File: config.mk
export PLATFORM = sky130hd
export DESIGN_NAME = uart_rx_poller
export DESIGN_NICKNAME = d
export VERILOG_FILES = /design/src/rtl/uart_rx_poller.sv
export SDC_FILE = /design/constraint.sdc
export NUM_CORES = 1
export LEC_CHECK = 0
export CORE_ASPECT_RATIO = 2
export CORE_MARGIN = 2
export CORE_UTILIZATION = 33
export DETAILED_ROUTE_END_ITERATION = 6
export PLACE_DENSITY = 0.61
export SKIP_CTS_REPAIR_TIMING = 1
export SLEW_MARGIN = 5
export SYNTH_ARGS = -nofsm -noshare
export SYNTH_HDL_FRONTEND = slang
export SYNTH_SLANG_ARGS = --single-unit
File: constraint.sdc
create_clock -name CLK -period 3.25 [get_ports CLK]
set_input_delay 0.325 -clock CLK [delete_from_list [all_inputs] [get_ports CLK]]
set_output_delay 0.325 -clock CLK [all_outputs]
set_load 0.01 [all_outputs]
File: src/rtl/uart_rx_poller.sv
// AXI4-Lite read master that polls a UART Lite STAT register, drains RX bytes into a local FIFO
// and presents them as a valid/ready byte stream. Define UART_POLL_RESP_CHK_EN to enable RRESP checking.
//
// state     | meaning
// S_IDLE    | waiting for enable, poll gap expiry and FIFO space
// S_STAT_AR | STAT read address presented, waiting for ARREADY
// S_STAT_R  | waiting for the STAT read beat
// S_RX_AR   | RX FIFO read address presented, waiting for ARREADY
// S_RX_R    | waiting for the RX read beat, byte pushed on arrival
module uart_rx_poller #(
    parameter int          FIFO_DEPTH = 8,
    parameter int          POLL_GAP   = 4,
    parameter logic [31:0] STAT_ADDR  = 32'h8,
    parameter logic [31:0] RX_ADDR    = 32'h0
) (
    input  logic                          CLK,
    input  logic                          RSTN,
    input  logic                          enable,
    output logic [31:0]                   M_AXI_ARADDR,
    output logic [2:0]                    M_AXI_ARPROT,
    output logic                          M_AXI_ARVALID,
    input  logic                          M_AXI_ARREADY,
    input  logic [31:0]                   M_AXI_RDATA,
    input  logic [1:0]                    M_AXI_RRESP,
    input  logic                          M_AXI_RVALID,
    output logic                          M_AXI_RREADY,
    output logic [7:0]                    byte_data,
    output logic                          byte_valid,
    input  logic                          byte_ready,
    output logic [$clog2(FIFO_DEPTH):0]   fifo_count,
    output logic                          overflow,
`ifdef UART_POLL_RESP_CHK_EN
    output logic                          resp_err,
`endif
    output logic                          busy
);

    localparam int PTR_W = $clog2(FIFO_DEPTH);
    localparam int CNT_W = PTR_W + 1;
    localparam int GAP_W = $clog2(POLL_GAP + 2);

    typedef enum logic [2:0] {
        S_IDLE,
        S_STAT_AR,
        S_STAT_R,
        S_RX_AR,
        S_RX_R
    } state_t;

    state_t             state, state_nxt;
    logic [31:0]        araddr_nxt;
    logic               arvalid_nxt;
    logic               rready_nxt;
    logic [GAP_W-1:0]   gap_cnt, gap_nxt;
    logic               push;
    logic               ar_hs, r_hs, r_ok;
    logic               fifo_full, do_push, pop;
    logic [7:0]         mem [FIFO_DEPTH];
    logic [PTR_W-1:0]   wptr, rptr;
    logic               unused_bits;

    assign ar_hs        = M_AXI_ARVALID & M_AXI_ARREADY;
    assign r_hs         = M_AXI_RVALID & M_AXI_RREADY;
    assign M_AXI_ARPROT = 3'b000;
    assign busy         = (state != S_IDLE);

`ifdef UART_POLL_RESP_CHK_EN
    assign r_ok        = (M_AXI_RRESP == 2'b00);
    assign unused_bits = ^M_AXI_RDATA[31:8];
`else
    assign r_ok        = 1'b1;
    assign unused_bits = ^{M_AXI_RDATA[31:8], M_AXI_RRESP};
`endif

    always_comb begin
        state_nxt   = state;
        araddr_nxt  = M_AXI_ARADDR;
        arvalid_nxt = M_AXI_ARVALID;
        rready_nxt  = M_AXI_RREADY;
        gap_nxt     = gap_cnt;
        push        = 1'b0;
        case (state)
            S_IDLE: begin
                if (gap_cnt != '0) begin
                    gap_nxt = gap_cnt - GAP_W'(1);
                end else if (enable && !fifo_full) begin
                    araddr_nxt  = STAT_ADDR;
                    arvalid_nxt = 1'b1;
                    state_nxt   = S_STAT_AR;
                end
            end
            S_STAT_AR: begin
                if (ar_hs) begin
                    arvalid_nxt = 1'b0;
                    rready_nxt  = 1'b1;
                    state_nxt   = S_STAT_R;
                end
            end
            S_STAT_R: begin
                if (r_hs) begin
                    rready_nxt = 1'b0;
                    if (r_ok && M_AXI_RDATA[0]) begin
                        araddr_nxt  = RX_ADDR;
                        arvalid_nxt = 1'b1;
                        state_nxt   = S_RX_AR;
                    end else begin
                        gap_nxt   = GAP_W'(POLL_GAP);
                        state_nxt = S_IDLE;
                    end
                end
            end
            S_RX_AR: begin
                if (ar_hs) begin
                    arvalid_nxt = 1'b0;
                    rready_nxt  = 1'b1;
                    state_nxt   = S_RX_R;
                end
            end
            S_RX_R: begin
                if (r_hs) begin
                    rready_nxt = 1'b0;
                    push       = r_ok;
                    gap_nxt    = '0;
                    state_nxt  = S_IDLE;
                end
            end
            default: begin
                arvalid_nxt = 1'b0;
                rready_nxt  = 1'b0;
                state_nxt   = S_IDLE;
            end
        endcase
    end

    always_ff @(posedge CLK) begin
        if (!RSTN) begin
            state         <= S_IDLE;
            M_AXI_ARADDR  <= '0;
            M_AXI_ARVALID <= 1'b0;
            M_AXI_RREADY  <= 1'b0;
            gap_cnt       <= '0;
        end else begin
            state         <= state_nxt;
            M_AXI_ARADDR  <= araddr_nxt;
            M_AXI_ARVALID <= arvalid_nxt;
            M_AXI_RREADY  <= rready_nxt;
            gap_cnt       <= gap_nxt;
        end
    end

`ifdef UART_POLL_RESP_CHK_EN
    always_ff @(posedge CLK) begin
        if (!RSTN) begin
            resp_err <= 1'b0;
        end else if (r_hs && !r_ok && (state == S_STAT_R || state == S_RX_R)) begin
            resp_err <= 1'b1;
        end
    end
`endif

    // Byte FIFO; the storage is cleared on reset so byte_data reads 0 when empty after reset
    assign fifo_full  = (fifo_count == CNT_W'(FIFO_DEPTH));
    assign byte_valid = (fifo_count != '0);
    assign byte_data  = mem[rptr];
    assign pop        = byte_valid & byte_ready;
    assign do_push    = push & ~fifo_full;

    always_ff @(posedge CLK) begin
        if (!RSTN) begin
            wptr       <= '0;
            rptr       <= '0;
            fifo_count <= '0;
            overflow   <= 1'b0;
            for (int i = 0; i < FIFO_DEPTH; i++) begin
                mem[i] <= '0;
            end
        end else begin
            if (do_push) begin
                mem[wptr] <= M_AXI_RDATA[7:0];
                wptr      <= wptr + PTR_W'(1);
            end
            if (pop) begin
                rptr <= rptr + PTR_W'(1);
            end
            if (do_push && !pop) begin
                fifo_count <= fifo_count + CNT_W'(1);
            end else if (!do_push && pop) begin
                fifo_count <= fifo_count - CNT_W'(1);
            end
            if (push && fifo_full) begin
                overflow <= 1'b1;
            end
        end
    end

endmodule

==> results.sh <==
export IMPL_status="completed"
export IMPL_nets=444
export IMPL_htree_levels=3
export IMPL_synth_compound_area_frac=0.0443
export IMPL_critPathMaxFanout=7
export IMPL_cts_buffers_inserted=9
export IMPL_synthCells=357
export IMPL_mostFrequentLayoutCells="and2_1, edfxtp_1, conb_1, clkdlybuf4s50_1, dfxtp_1"
export IMPL_grt_usage=0.133
export IMPL_hold_viol=0
export IMPL_antenna_found_initial=0
export IMPL_synth_xor_area_frac=0.0119
export IMPL_synthSimpleGateAreaFrac=0.187
export IMPL_finalCritPeriodShare=0.854
export IMPL_drt_total_wl_um=9030
export IMPL_ir_worst_vdd_uv=386
export IMPL_drive_above_1_share=0.135
export IMPL_synth_top_family_by_area="simple AND/OR/NAND/NOR gates"
export IMPL_final_antenna_net_count=0
export IMPL_num_vias=2699
export IMPL_cp_arrival_ns=3.04
export IMPL_root_buffer="clkbuf_16"
export IMPL_tns_ns=0
export IMPL_ys_seq_area_frac=0.541
export IMPL_clock_path_buffers=2
export IMPL_cpPeakStageDelay_ns=0.73
export IMPL_fp_dieH_um=167
export IMPL_final_area_mm2=0.00511
export IMPL_endpoint_kind="flop"
export IMPL_slew_viol_final=0
export IMPL_grt_pass1_wl_um=14200
export IMPL_synth_edf_count=64
export IMPL_synthFlopType="edfxtp_1"
export IMPL_cp_slowest_cell="or4b_2"
export IMPL_overflow=0
export IMPL_dp_hpwl_um=6410
export IMPL_r2r_slack_ns=0.47
export IMPL_port_buffers=31
export IMPL_grt_start_max_net_pins=29
export IMPL_async_flop_share=0
export IMPL_worst_slew_pin_slew_ns=0.699
export IMPL_ys_seq_elements=87
export IMPL_reg2reg_from="fifo_count[0]"
export IMPL_n_antenna_cell=0
export IMPL_grt_pass1_vias=2779
export IMPL_syn_avg_cell_area_um2=12.3
export IMPL_fmax_ghz=0.360
export IMPL_gp_congestion=0.749
export IMPL_cts_tree="built"
export IMPL_cp_startpoint="fifo_count[0]"
export IMPL_power_density_mw_per_mm2=641
export IMPL_worstHoldPathType="reg2reg"
export IMPL_drc_errors=0
export IMPL_dieArea_mm2=0.0143
export IMPL_critPathCapture="fifo_count[3]"
export IMPL_syn_area_mm2=0.00440
export IMPL_drv_cap=0
export IMPL_finalSetupViolations=0
export IMPL_critPathKind="reg2reg"
export IMPL_place_area_mm2=0.00481
export IMPL_syn_to_final_growth_pct=16.0
export IMPL_layout_commonest_cell="and2_1"
export IMPL_num_rows=59
export IMPL_vias_per_cell=4.88
export IMPL_synth_distinct_cells=41
export IMPL_leakagePower_uw=0.00187
export IMPL_rsz0062_at_grt="no"
export IMPL_critical_path_buf_inv_count=1
export IMPL_io_pins=92
export IMPL_clock_latency_ns=0.33
export IMPL_yosys_warnings=0
export IMPL_start_util=0.339
export IMPL_slew_headroom=0.527
export IMPL_yosys_area_share_adder=0.0244
export IMPL_crit_path_frequent_cell="ha_1"
export IMPL_die_w_um=85.7
export IMPL_finClkSkew_ns=0.00812
export IMPL_muxShareOfSynthArea=0.114
export IMPL_crit_cells=9
export IMPL_worstReg2RegEnd="fifo_count[3]"
export IMPL_path_delay_family="simple AND/OR/NAND/NOR gates"
export IMPL_post_route_min_period_ns=2.78
export IMPL_crit_path_start_kind="flop"
export IMPL_drt_pre_antenna_iters=5
export IMPL_avgRoutedWirePerCell_um=16.3
export IMPL_initialDrtViolationCount=190
export IMPL_cts_sinks=87
export IMPL_core_mm2=0.0130
export IMPL_cp_required_ns=3.51
export IMPL_reg2regPathDepth=9
export IMPL_clk_pin_slew_ns=0.06
export IMPL_cp_cell_sequence="or4b_2 > and3_1 > ha_1 > inv_1 > ha_1 > a21oi_1 > a211oi_1 > a31oi_1 > mux2i_1"
-- final cells by class --
| class | count | area (um^2) |
|---|---|---|
| sequential | 87 | 2380 |
| inverter | 7 | 26.3 |
| multi-input combinational | 247 | 1810 |
| clock buffer | 9 | 225 |
| tap | 152 | 190 |
| clock inverter | 7 | 72.6 |
| timing repair buffer | 44 | 408 |
| fill | 1256 | 7880 |
-- worst min-delay path by stage --
stage | startpoint | endpoint | slack (ns) | cells after the start
2_1_floorplan | gap_cnt[2] | gap_cnt[2] | 0.43 | 2
3_3_place_gp | gap_cnt[2] | gap_cnt[2] | 0.45 | 2
3_5_place_dp | gap_cnt[2] | gap_cnt[2] | 0.47 | 2
4_1_cts | gap_cnt[2] | gap_cnt[2] | 0.47 | 2
5_1_grt | gap_cnt[2] | gap_cnt[2] | 0.50 | 2
6_report | gap_cnt[2] | gap_cnt[2] | 0.47 | 2
-- tightest hold or removal path, cell delays in order, from the launching register on --
cell     delay (ns)
dfxtp_1        0.31
nand2_1        0.06
mux2i_1        0.06
-- power breakdown --
| group | internal (uW) | leakage (uW) | switching, uW |
|---|---|---|---|
| Combinational | 461 | 0.000915 | 422 |
| Sequential | 1290 | 0.000815 | 83.0 |
| Clock | 597 | 0.000143 | 424 |
-- cells by family after synthesis --
kind of cell    count (synthesis)
flops                          87
other cells                     1
simple gates                  140
compound gates                 30
xor+xnor                        6
fa+ha+maj                       8
mux                            29
buf+inv                        56
-- synth_stat cells (3+ instances only) --
library cell	number	area, um^2
nor3_1	9	45.0
mux2i_1	5	50.1
nand2b_1	11	68.8
or4_1	3	22.5
mux2_2	8	90.1
clkbuf_1	11	41.3
a21boi_0	5	37.5
nor2b_1	4	25.0
o21ai_0	7	35.0
inv_1	7	26.3
and2_1	71	444
nand3_1	4	20.0
a21oi_1	5	25.0
xnor2_1	6	52.6
nor2_1	6	22.5
nand4_1	4	25.0
edfxtp_1	64	1920
a31oi_1	4	25.0
mux4_2	16	360
buf_4	34	255
nand2_1	18	67.6
ha_1	7	87.6
dfxtp_1	23	460
-- metal layers --
| metal | routed length (um) | part of all wire | GRT usage | vias to the layer above |
|---|---|---|---|---|
| met4 | 221 | 0.024 | 0.0559 | 0 |
| met2 | 5140 | 0.57 | 0.251 | 80 |
| li1 | - | - | - | 1290 |
| met3 | 315 | 0.035 | 0.0246 | 13 |
| met1 | 3350 | 0.37 | 0.140 | 1316 |
| met5 | 0 | 0 | 0 | - |
-- sequential cells by signal (all words and copies together), names as in the netlist, named ones only --
| name | count |
|---|---|
| overflow | 1 |
| gap_cnt | 3 |
| M_AXI_RREADY | 1 |
| wptr | 3 |
| rptr | 3 |
| state | 3 |
| M_AXI_ARADDR | 1 |
| M_AXI_ARVALID | 1 |
| fifo_count | 4 |
| mem | 64 |
-- per-stage QoR --
stage / total power, uW / cells / hold slack [ns] / setup slack (ns) / utilization
5_1_grt: 3460 / 553 / 0.495 / 0.294 / 0.393
6_report: 3280 / 553 / 0.470 / 0.474 / 0.393
2_1_floorplan: 1990 / 390 / 0.435 / 0.592 / -
4_1_cts: 3320 / 553 / 0.473 / 0.458 / 0.393
3_3_place_gp: 2270 / 537 / 0.445 / 0.442 / 0.370
3_5_place_dp: 2290 / 537 / 0.465 / 0.396 / 0.370
(Power assumes the default switching activity.)
